### config.mk
export PLATFORM = sky130hd
export DESIGN_NAME = pipeline_issue_ctrl
export DESIGN_NICKNAME = d
export VERILOG_FILES = /design/src/rtl/pipeline_issue_ctrl.sv
export SDC_FILE = /design/constraint.sdc
export NUM_CORES = 1
export LEC_CHECK = 0
export ABC_AREA = 1
export CORE_MARGIN = 2
export CORE_UTILIZATION = 40
export CTS_BUF_LIST = sky130_fd_sc_hd__clkbuf_4
export DETAILED_ROUTE_END_ITERATION = 10
export GPL_ROUTABILITY_DRIVEN = 0
export PLACE_DENSITY = 0.56
export SETUP_SLACK_MARGIN = 0.5
export SLEW_MARGIN = 25
export SYNTH_ARGS = -nofsm -noshare
export SYNTH_HDL_FRONTEND = slang
export SYNTH_SLANG_ARGS = --single-unit
### constraint.sdc
create_clock -name clk -period 4.75 [get_ports clk]
set_input_delay 0.95 -clock clk [delete_from_list [all_inputs] [get_ports clk]]
set_output_delay 0.95 -clock clk [all_outputs]
set_load 0.01 [all_outputs]
### src/rtl/pipeline_issue_ctrl.sv
// pipeline_issue_ctrl: credit-limited issue front/back end for a fixed-latency,
// non-stalling pipeline, with an input FIFO for operand pairs and an output FIFO for results.
// Ports:
//   clk, rst            - clock, synchronous active-low reset
//   in_valid_i/ready_o  - operand pair handshake, with in_op1_i and in_op2_i
//   pipe_op1_o/op2_o    - registered operands driven into the pipeline
//   pipe_res_i          - pipeline result, valid LAT cycles after the operands
//   out_valid_o/ready_i - result handshake, with out_data_o (show-ahead head)
module pipeline_issue_ctrl #(
   parameter int DWIDTH = 8,
   parameter int DEPTH  = 4,
   parameter int RDEPTH = 8,
   parameter int LAT    = 3
) (
   input  logic              clk,
   input  logic              rst,
   input  logic              in_valid_i,
   output logic              in_ready_o,
   input  logic [DWIDTH-1:0] in_op1_i,
   input  logic [DWIDTH-1:0] in_op2_i,
   output logic [DWIDTH-1:0] pipe_op1_o,
   output logic [DWIDTH-1:0] pipe_op2_o,
   input  logic [DWIDTH-1:0] pipe_res_i,
   output logic              out_valid_o,
   input  logic              out_ready_i,
   output logic [DWIDTH-1:0] out_data_o
);

   localparam int IAW = $clog2(DEPTH);
   localparam int RAW = $clog2(RDEPTH);
   localparam int ICW = $clog2(DEPTH + 1);
   localparam int RCW = $clog2(RDEPTH + 1);
   // wide enough for inflight (<= LAT+1) plus rcount (<= RDEPTH)
   localparam int CW  = $clog2(RDEPTH + LAT + 2);

   logic [2*DWIDTH-1:0] r_imem [DEPTH];
   logic [IAW-1:0]      r_iwr;
   logic [IAW-1:0]      r_ird;
   logic [ICW-1:0]      r_icount;

   logic [DWIDTH-1:0]   r_rmem [RDEPTH];
   logic [RAW-1:0]      r_rwr;
   logic [RAW-1:0]      r_rrd;
   logic [RCW-1:0]      r_rcount;

   logic [LAT:0]        r_tag;
   logic [DWIDTH-1:0]   r_op1;
   logic [DWIDTH-1:0]   r_op2;

   logic                w_push;
   logic                w_issue;
   logic                w_wr;
   logic                w_pop;
   logic [CW-1:0]       w_inflight;
   logic [CW-1:0]       w_credit;

   always_comb begin
      w_inflight = '0;
      for (int i = 0; i <= LAT; i++) begin
         w_inflight = w_inflight + CW'(r_tag[i]);
      end
   end

   // Every in-flight op plus every held result owns one output slot, so a
   // result arriving from the pipeline always finds room.  A pop in this
   // cycle frees its slot only once rcount has updated.
   assign w_credit    = w_inflight + CW'(r_rcount);
   assign w_issue     = (r_icount != '0) && (w_credit < CW'(RDEPTH));

   assign in_ready_o  = rst && (r_icount != ICW'(DEPTH));
   assign w_push      = in_valid_i && in_ready_o;

   assign w_wr        = r_tag[LAT];
   assign out_valid_o = (r_rcount != '0);
   assign w_pop       = out_valid_o && out_ready_i;
   assign out_data_o  = out_valid_o ? r_rmem[r_rrd] : '0;

   assign pipe_op1_o  = r_op1;
   assign pipe_op2_o  = r_op2;

   always_ff @(posedge clk) begin
      if (w_push) begin
         r_imem[r_iwr] <= {in_op1_i, in_op2_i};
      end
      if (w_wr) begin
         r_rmem[r_rwr] <= pipe_res_i;
      end
   end

   always_ff @(posedge clk) begin
      if (!rst) begin
         r_iwr    <= '0;
         r_ird    <= '0;
         r_icount <= '0;
         r_rwr    <= '0;
         r_rrd    <= '0;
         r_rcount <= '0;
         r_tag    <= '0;
         r_op1    <= '0;
         r_op2    <= '0;
      end else begin
         if (w_push) begin
            r_iwr <= r_iwr + IAW'(1);
         end
         if (w_issue) begin
            r_ird <= r_ird + IAW'(1);
            {r_op1, r_op2} <= r_imem[r_ird];
         end else begin
            r_op1 <= '0;
            r_op2 <= '0;
         end
         r_icount <= r_icount + ICW'(w_push) - ICW'(w_issue);

         r_tag <= {r_tag[LAT-1:0], w_issue};

         if (w_wr) begin
            r_rwr <= r_rwr + RAW'(1);
         end
         if (w_pop) begin
            r_rrd <= r_rrd + RAW'(1);
         end
         r_rcount <= r_rcount + RCW'(w_wr) - RCW'(w_pop);
      end
   end

   a_no_overflow: assert property (@(posedge clk) disable iff (!rst)
      !(w_wr && (r_rcount == RCW'(RDEPTH))));

endmodule

# == Yosys cells after proc, flatten, opt, wreduce, memory -nomap -nowiden ==
# Memories as Yosys holds them, arrays and structs flattened. A register that Yosys moved wholly into a read port is not among the register bits.
# Cells that the tools add are included.
# totals
register_bits,21
mem_bits_rw,128
input_bits,28
out_inout_bits,26
word_cells,38
memories,2
# memory_table
name,words,width,read_ports,rd_clocked_by_memory_dff,wr,line,source
r_imem,4,16,1,1,1,36,logic [2*DWIDTH-1:0] r_imem [DEPTH];
r_rmem,8,8,1,1,1,41,logic [DWIDTH-1:0] r_rmem [RDEPTH];
# op_classes
n_addsub,12
n_lt_le_gt_ge,1
n_eq_ne,1
n_mux,7
n_reduce_logical,8
# op_table
op,n
2-to-1 mux 8 bit,1
"adder 3 x 1 -> 3 bit, second input constant",2
2-to-1 mux 3 bit,2
"adder 2 x 1 -> 2 bit, second input constant",2
adder 3 x 1 -> 4 bit,1
adder 4 x 1 -> 4 bit,1
adder 4 bit,1
logical AND 1 bit,4
"< comparator 4 bit, second input constant",1
2-to-1 mux 1 bit,4
nonzero test 4 bit,1
subtractor 4 x 1 -> 4 bit,1
adder 2 x 1 -> 3 bit,1
adder 3 x 1 -> 3 bit,1
"!= test 3 bit, second input constant",1
nonzero test 3 bit,1
subtractor 3 x 1 -> 3 bit,1
adder 1 x 1 -> 2 bit,1
AND reduction 2 bit,1
logical NOT 1 bit,1

# == Logic depth before layout (Yosys ltp) ==
# logic_depth
ltp_word,8
mapped_depth,15
depth_no_buf,15

# == Least setup slack after synthesis ==
# OpenSTA, ideal clock, no wires.
# synth_timing
kind,input to register
start,input port rst
end,"memory r_imem[0][0] (netlist bit), enable pin"
setup_time_ns,0.389
t_arrival_ns,2.188
required_time_ns,4.361
slack_ns,2.173
path_stages,5
n_path_buf,1
path_cell_list,buf_4 > inv_1 > a21oi_4 > nand2_2 > nor2_1
# synth_between
elab_chain_len,4
# synth_rtl
item,line,source
start: declaration,16,"input logic rst,"
logical AND 1 bit,70,assign in_ready_o = rst && (r_icount != ICW'(DEPTH));
named net in_ready_o,18,"output logic in_ready_o,"
logical AND 1 bit,71,assign w_push = in_valid_i && in_ready_o;
2-to-1 mux 1 bit,82,if (w_push) begin
2-to-1 mux 1 bit (implied by the code),83,"r_imem[r_iwr] <= {in_op1_i, in_op2_i};"
end: declaration,36,
# The timed path passes the listed nets, and every way through them passes these cells.

==> impl_metrics.sql <==
INSERT INTO impl_metrics (metric_group, metric, value, unit) VALUES
('status', 'outcome', 'finished clean', ''),
('detailed_routing', 'drt_iter0_drc', '240', ''),
('hold_path', 'min-delay-path-class', 'flip-flop to flip-flop', ''),
('final_layout', 'final_layout_size_suffix_gt1_share', '9.95', '%'),
('timing', 'slew_at_the_pin_closest_to_its_max_slew_limit', '0.989', 'ns'),
('cts', 'path_clk_slew', '0.13', 'ns'),
('synthesis', 'yosysSeqAreaShare', '70.4', '%'),
('timing', 'final.hold.worst_slack', '0.444', 'ns'),
('run', 'maxCapViolCount', '0', ''),
('detailed_routing', 'route.detailed.wl_per_inst', '16.0', 'um'),
('hold_path', 'worstHoldPathCells', '2', ''),
('global_routing', 'largest_net_degree_at_the_start_of_global_routing', '35', ''),
('setup_path', 'crit_path_start_kind', 'flip-flop', ''),
('cts', 'postCtsHoldBufs', '0', ''),
('placed_design', 'io_buffers', '53', ''),
('global_routing', 'global_route.usage.total', '16.2', '%'),
('cts', 'htreeDepth', '4', ''),
('cts', 'cts_post_setup_buffers_inserted', '0', ''),
('detailed_routing', 'detailroute.via_count', '4044', ''),
('setup_path', 'r2r.worst_path.cells', '15', ''),
('synthesis', 'netlist.area_leader.share', '58.2', '%'),
('synthesis', 'synth_area', '0.00660', 'sq mm'),
('synthesis', 'syn-num-nets', '598', ''),
('detailed_routing', 'drt.antenna.violating_nets', '0', ''),
('setup_path', 'timing.setup.critical_path_class', 'flip-flop to primary output', ''),
('timing', 'finClkSkew', '0.0178', 'ns'),
('floorplan', 'core_area', '0.0160', 'sq mm'),
('synthesis', 'avgSynthCellArea', '11.9', 'sq um'),
('setup_path', 'timing.critical_path.fanout_max', '25', ''),
('synthesis', 'synth_seq_cells', '168', ''),
('final_layout', 'multi_input_comb_area', '0.00168', 'sq mm'),
('floorplan', 'io_pins', '54', ''),
('timing', 'rsz0062_at_grt', 'no', ''),
('floorplan', 'fp.dieH', '132', 'um'),
('final_layout', 'seq_area', '0.00464', 'sq mm'),
('global_routing', 'overflow_after_grt', '0', ''),
('timing', 'final_period_demand_of_the_worst_path', '3.73', 'ns'),
('cts', 'cts.sinks', '168', ''),
('cts', 'clock-root-buffer', 'sky130_fd_sc_hd__clkbuf_4', ''),
('final_layout', 'fillerInstances', '1486', ''),
('timing', 'slew-limit-headroom', '33.8', '%'),
('timing', 'finalSetupViolations', '0', ''),
('timing', 'maxSlewViolCount', '0', ''),
('detailed_routing', 'wirelength', '13.4', 'mm'),
('cts', 'tritoncts', 'yes', ''),
('detailed_routing', 'drcViolationCount', '0', ''),
('setup_path', 'required', '3.80', 'ns'),
('floorplan', 'die-width', '132', 'um'),
('global_routing', 'antenna_found_initial', '1', ''),
('global_routing', 'wire_length_of_the_first_global_routing_pass', '21.7', 'mm'),
('synthesis', 'synth.lib_cells_used.distinct', '29', ''),
('power', 'leakage', '2.78', 'nW'),
('timing', 'final.period_utilization', '78.4', '%'),
('final_layout', 'design.final.nets', '655', ''),
('placed_design', 'total_half_perimeter_wirelength_after_legalization_and_detailed_placement', '8.11', 'mm'),
('global_routing', 'vias_in_the_first_global_route', '4138', ''),
('power', 'max-vdd-ir-drop', '263', 'uV'),
('cts', 'clock_insertion_delay_at_the_later_pin_of_the_skew_report', '0.54', 'ns'),
('setup_path', 'endpoint_kind', 'primary output', ''),
('floorplan', 'floorplan.initialDensity', '41.2', '%'),
('synthesis', 'synthTopCellsByArea', 'sky130_fd_sc_hd__edfxtp_1 (58%), sky130_fd_sc_hd__dfxtp_1 (12%), sky130_fd_sc_hd__nor2_1 (8.0%), sky130_fd_sc_hd__o21ai_0 (3.8%), sky130_fd_sc_hd__ha_1 (2.7%)', ''),
('detailed_routing', 'dr.pass1.iters', '4', ''),
('floorplan', 'floorplan.rows', '46', ''),
('power', 'pwr_density_cell', '525', 'mW/mm^2'),
('synthesis', 'yosysWarningCount', '0', ''),
('cts', 'cts_buffer_depth', '2', ''),
('final_layout', 'synthToLayoutAreaGrowth', '17.0', '%'),
('synthesis', 'yosys.area.top_type', 'sky130_fd_sc_hd__edfxtp_1', ''),
('synthesis', 'postSynthCellCount', '553', ''),
('timing', 'final_hold_viol_count', '0', ''),
('cts', 'cts_made_buffers', '17', ''),
('floorplan', 'area_of_the_die', '0.0175', 'sq mm'),
('cts', 'cts_resized', '0', ''),
('detailed_routing', 'post_drt_via_cell_ratio', '4.81', ''),
('setup_path', 'cp.arrival', '2.78', 'ns'),
('timing', 'timing.fmax', '268', 'MHz'),
('timing', 'tns', '0', 'ns');
[cells by family after synthesis]
logic type               synth area share, %
adder cells (fa/ha/maj)                 3.56
AO/OA/AOI/OAI                           9.97
buffers and inverters                   4.11
XOR/XNOR                               0.266
AND/OR/NAND/NOR                         11.7
flip-flops                              70.4
[through the flow]
| step | instances | area [sq um] | power, mW | util, % | setup slack [ns] |
|---|---|---|---|---|---|
| 6_report | 840 | 7720 | 4.06 | 48.3 | 1.02 |
| 4_1_cts | 839 | 7720 | 4.12 | 48.3 | 0.966 |
| 3_3_place_gp | 807 | 7320 | 2.99 | 45.7 | 1.31 |
| 3_5_place_dp | 807 | 7320 | 3.03 | 45.7 | 1.29 |
| 2_1_floorplan | 553 | 6600 | 2.59 | - | 2.17 |
| 5_1_grt | 840 | 7720 | 4.32 | 48.3 | 0.813 |
[placed cells by master, fill, tap and decap left out, drive strengths merged]
| cell | n |
|---|---|
| fa | 3 |
| buf | 8 |
| or2 | 1 |
| nand3 | 5 |
| nand2 | 41 |
| o22ai | 8 |
| inv | 40 |
| clkinv | 2 |
| bufinv | 7 |
| edfxtp | 128 |
| xor2 | 2 |
| a211oi | 1 |
| nand4 | 3 |
| diode | 1 |
| clkdlybuf4s50 | 53 |
| dfxtp | 40 |
| a21oi | 28 |
| clkbuf | 18 |
| ha | 14 |
| o21ai | 71 |
| o211ai | 8 |
| nor2 | 142 |
[worst paths after layout]
kind | slack, ns | start | end
setup / recovery | 1.02 | flip-flop | out_data_o[7]
hold reg to reg | 0.44 | r_tag[1] | r_tag[2]
hold / removal | 0.44 | r_tag[1] | r_tag[2]
setup reg to reg | 2.09 | r_rcount[0] | r_icount[2]
[layer usage]
metal	GRT usage, %	wire length (um)
met5	0	0
met4	5.79	74
met3	4.52	624
met2	28.0	6890
met1	19.5	5860
[sequential cells by signal, indices dropped and copies added, names as in the netlist, named ones only]
register	flops
pipe_op1_o	8
r_rcount	4
r_ird	2
r_imem	64
pipe_op2_o	8
r_tag	4
r_rrd	3
r_iwr	2
r_icount	3
r_rmem	64
r_rwr	3
[Yosys cell counts]
library cell	number
sky130_fd_sc_hd__a211oi_1	1
sky130_fd_sc_hd__a21oi_1	18
sky130_fd_sc_hd__a21oi_2	9
sky130_fd_sc_hd__a21oi_4	1
sky130_fd_sc_hd__buf_2	8
sky130_fd_sc_hd__buf_4	7
sky130_fd_sc_hd__buf_6	2
sky130_fd_sc_hd__clkbuf_1	4
sky130_fd_sc_hd__clkbuf_2	2
sky130_fd_sc_hd__dfxtp_1	40
sky130_fd_sc_hd__edfxtp_1	128
sky130_fd_sc_hd__fa_1	3
sky130_fd_sc_hd__ha_1	14
sky130_fd_sc_hd__inv_1	32
sky130_fd_sc_hd__inv_2	3
sky130_fd_sc_hd__nand2_1	36
sky130_fd_sc_hd__nand2_2	5
sky130_fd_sc_hd__nand3_1	4
sky130_fd_sc_hd__nand3_2	1
sky130_fd_sc_hd__nand4_1	2
sky130_fd_sc_hd__nand4_4	1
sky130_fd_sc_hd__nor2_1	141
sky130_fd_sc_hd__nor2_2	1
sky130_fd_sc_hd__o211ai_1	8
sky130_fd_sc_hd__o21ai_0	50
sky130_fd_sc_hd__o21ai_1	21
sky130_fd_sc_hd__o22ai_1	8
sky130_fd_sc_hd__or2_2	1
sky130_fd_sc_hd__xor2_1	2
[report_power, final]
| group | leakage, nW | switching (mW) | internal, mW |
|---|---|---|---|
| clock network | 0.214 | 0.487 | 0.591 |
| logic | 1.08 | 0.688 | 0.477 |
| registers | 1.48 | 0.106 | 1.71 |
| total | 2.78 | 1.28 | 2.78 |
[cell type report]
class / count / area share [%]
inverter: 35 / 1.70
timing repair buffer: 61 / 7.65
multi-input combinational: 327 / 21.8
sequential: 168 / 60.1
clock buffer: 18 / 1.75
tap: 216 / 3.50
antenna: 1 / 0.0324
clock inverter: 14 / 3.45
[critical path: stages (launching register included)]
cell and delay, ns:
sky130_fd_sc_hd__dfxtp_1 0.94, sky130_fd_sc_hd__inv_1 0.36, sky130_fd_sc_hd__o21ai_0 0.21, sky130_fd_sc_hd__o22ai_1 0.11
sky130_fd_sc_hd__nor2_1 0.10, sky130_fd_sc_hd__nor2_1 0.06, sky130_fd_sc_hd__clkdlybuf4s50_1 0.47
(Power assumes the default switching activity.)
==> variant, RTL diff (same settings) <==
`r_tag` no longer has a reset.
--- a/src/rtl/pipeline_issue_ctrl.sv
+++ b/src/rtl/pipeline_issue_ctrl.sv
@@ -96,5 +96,4 @@
          r_rrd    <= '0;
          r_rcount <= '0;
-         r_tag    <= '0;
          r_op1    <= '0;
          r_op2    <= '0;
@@ -112,5 +111,4 @@
          r_icount <= r_icount + ICW'(w_push) - ICW'(w_issue);
 
-         r_tag <= {r_tag[LAT-1:0], w_issue};
 
          if (w_wr) begin
@@ -124,4 +122,8 @@
    end
 
+   always_ff @(posedge clk) begin
+      r_tag <= {r_tag[LAT-1:0], w_issue};
+   end
+
    a_no_overflow: assert property (@(posedge clk) disable iff (!rst)
       !(w_wr && (r_rcount == RCW'(RDEPTH))));
Check against the original RTL: differs if rst is asserted again (counterexample within 10 cycles, from zero or initial values and one cycle with rst low); with rst held inactive, the same outputs for 10 cycles.
==> variant against the unedited design <==
  * Routed wire length decreased by 4.6%
  * Area after synthesis decreased by 0.32%
  * Worst setup slack improved by 38 ps
  * Sequential cell count unchanged
  * Global-route usage decreased by 1.1 points
  * Combinational power increased by 9%
  * Worst hold slack got worse by 79 ps
  * Final area decreased by 2.4%
  * Total power decreased by 3.1%
  * Via count increased by 0.22%
  * Critical path type unchanged
==> variant: results (changes against the unedited design) <==
| Metric | Value |
|---|---|
| Status | completed |
| Peak VDD IR | 0.2680 mV (+1.7%) |
| Initial DRC Count | 280 (+17%) |
| Inverters | 31 (-11%) |
| Avg WL per Cell | 15.40 um (-3.8%) |
| Post-Synth Adder-Cell Area | 0.03576 (+0.0001153) |
| Multi-input logic portion of the cell area | 0.2208 (+0.002937) |
| Multi-input combinational cell count | 325 (-0.61%) |
| Vias in the first global route | 3941 (-4.8%) |
| Hold depth | 0 (-2) |
| Total GRT Usage | 0.1515 (-0.01074) |
| Post-synth top cells | 143 x nor2_1, 128 x edfxtp_1, 40 x dfxtp_1, 37 x o21ai_0, 35 x nand2_1 |
| Post-Syn Nets | 592 (-1.0%) |
| Signal buf overhead | 0.07737 (+0.0009081) |
| Met3 Usage GRT | 0.04806 (+0.002848) |
| Largest cells by area after synthesis | edfxtp_1 58%, dfxtp_1 12%, nor2_1 8.2% |
| Critical path arrival | 2740 ps (-40 ps) |
| DP Wirelength | 7751 um (-4.5%) |
| Vias per cell | 4.866 (+1.1%) |
| Pwr Density | 521.6 nW/um^2 (-0.69%) |
| GR Layer Usage met1 | 0.1863 (-0.008787) |
| Post-place setup slack | 1235 ps (-58.83 ps) |
| Clk buf depth | 2 (unchanged) |
| Worst Skew | 17.65 ps (-0.1513 ps) |
| Sequential area share after synthesis | 0.7061 (+0.002276) |
| P_leak | 2.662 nW (-4.2%) |
| Syn_area_per_cell | 12.02 um^2 (+0.77%) |
| XOR/XNOR share of the synthesized area | 0.002663 (+0.000008584) |
| R2R depth | 15 (unchanged) |
| Yosys cell types | 27 (-6.9%) |
| Layout cell share with drive strength beyond 1 | 0.09416 (-0.005363) |
| Slew HR | 0.3869 (+0.04858) |
| First-pass GRT wire length | 20320 um (-6.3%) |
| Post-DP Area | 7278 um^2 (-0.56%) |
| Number of signal-net buffers in the layout | 60 (-1.6%) |
| Detailed Routing Iterations Pass 1 | 4 (unchanged) |
| Fin nets | 648 (-1.1%) |
| Final std cells w/o fill | 833 (-0.83%) |
| Clk cell area share | 0.03387 (-0.01813) |
==> variant: cell types whose count changed after synthesis, moves of 2 or more <==
cell / delta
o21ai_0: -13
o21ai_1: +13
inv_1: -5
buf_4: -3
buf_6: +3
nand2_2: -2
nand4_1: -2
nor2_1: +2
==> variant: cell families after synthesis <==
family	count (synthesis)
fa+ha+maj	17
xor+xnor	2
flops	168
compound gates	116
simple gates	190
buf+inv	54
==> variant: critical path: stages, from the launching register on <==
cell	delay, ps
dfxtp_1	950
inv_1	350
o21ai_0	170
o22ai_1	90
nor2_1	90
nor2_1	70
clkdlybuf4s50_1	470
==> variant: per-stage QoR <==
| stage | hold slack, ps | total power [mW] |
|---|---|---|
| finish | 364.6 | 3.931 |
| global placement | 338.8 | 3.204 |
| floorplan | 331.1 | 2.773 |
| global route | 372.7 | 4.219 |
| detailed placement | 348.4 | 3.231 |
| CTS | 368.0 | 3.989 |
==> variant: worst paths after layout <==
check | start | endpoint | slack [ps]
max | register | out_data_o[0] | 1060
max reg2reg | r_rcount[0] | r_icount[2] | 2070
min reg2reg | r_tag[1] | r_tag[2] | 360
min | r_tag[1] | r_tag[2] | 360
==> variant: power breakdown <==
| group | internal [mW] | switching [mW] | total (mW) | leakage (nW) |
|---|---|---|---|---|
| clock | 0.260 | 0.493 | 0.753 | 0.134 |
| combinational | 0.508 | 0.760 | 1.27 | 1.04 |
| sequential | 1.79 | 0.124 | 1.91 | 1.49 |
| total | 2.55 | 1.38 | 3.93 | 2.66 |
==> variant: routing by layer <==
metal	wire [um]	up-vias
met5	0	-
met4	139	0
met3	627	13
met2	6171	83
met1	5888	1950
li1	-	2007
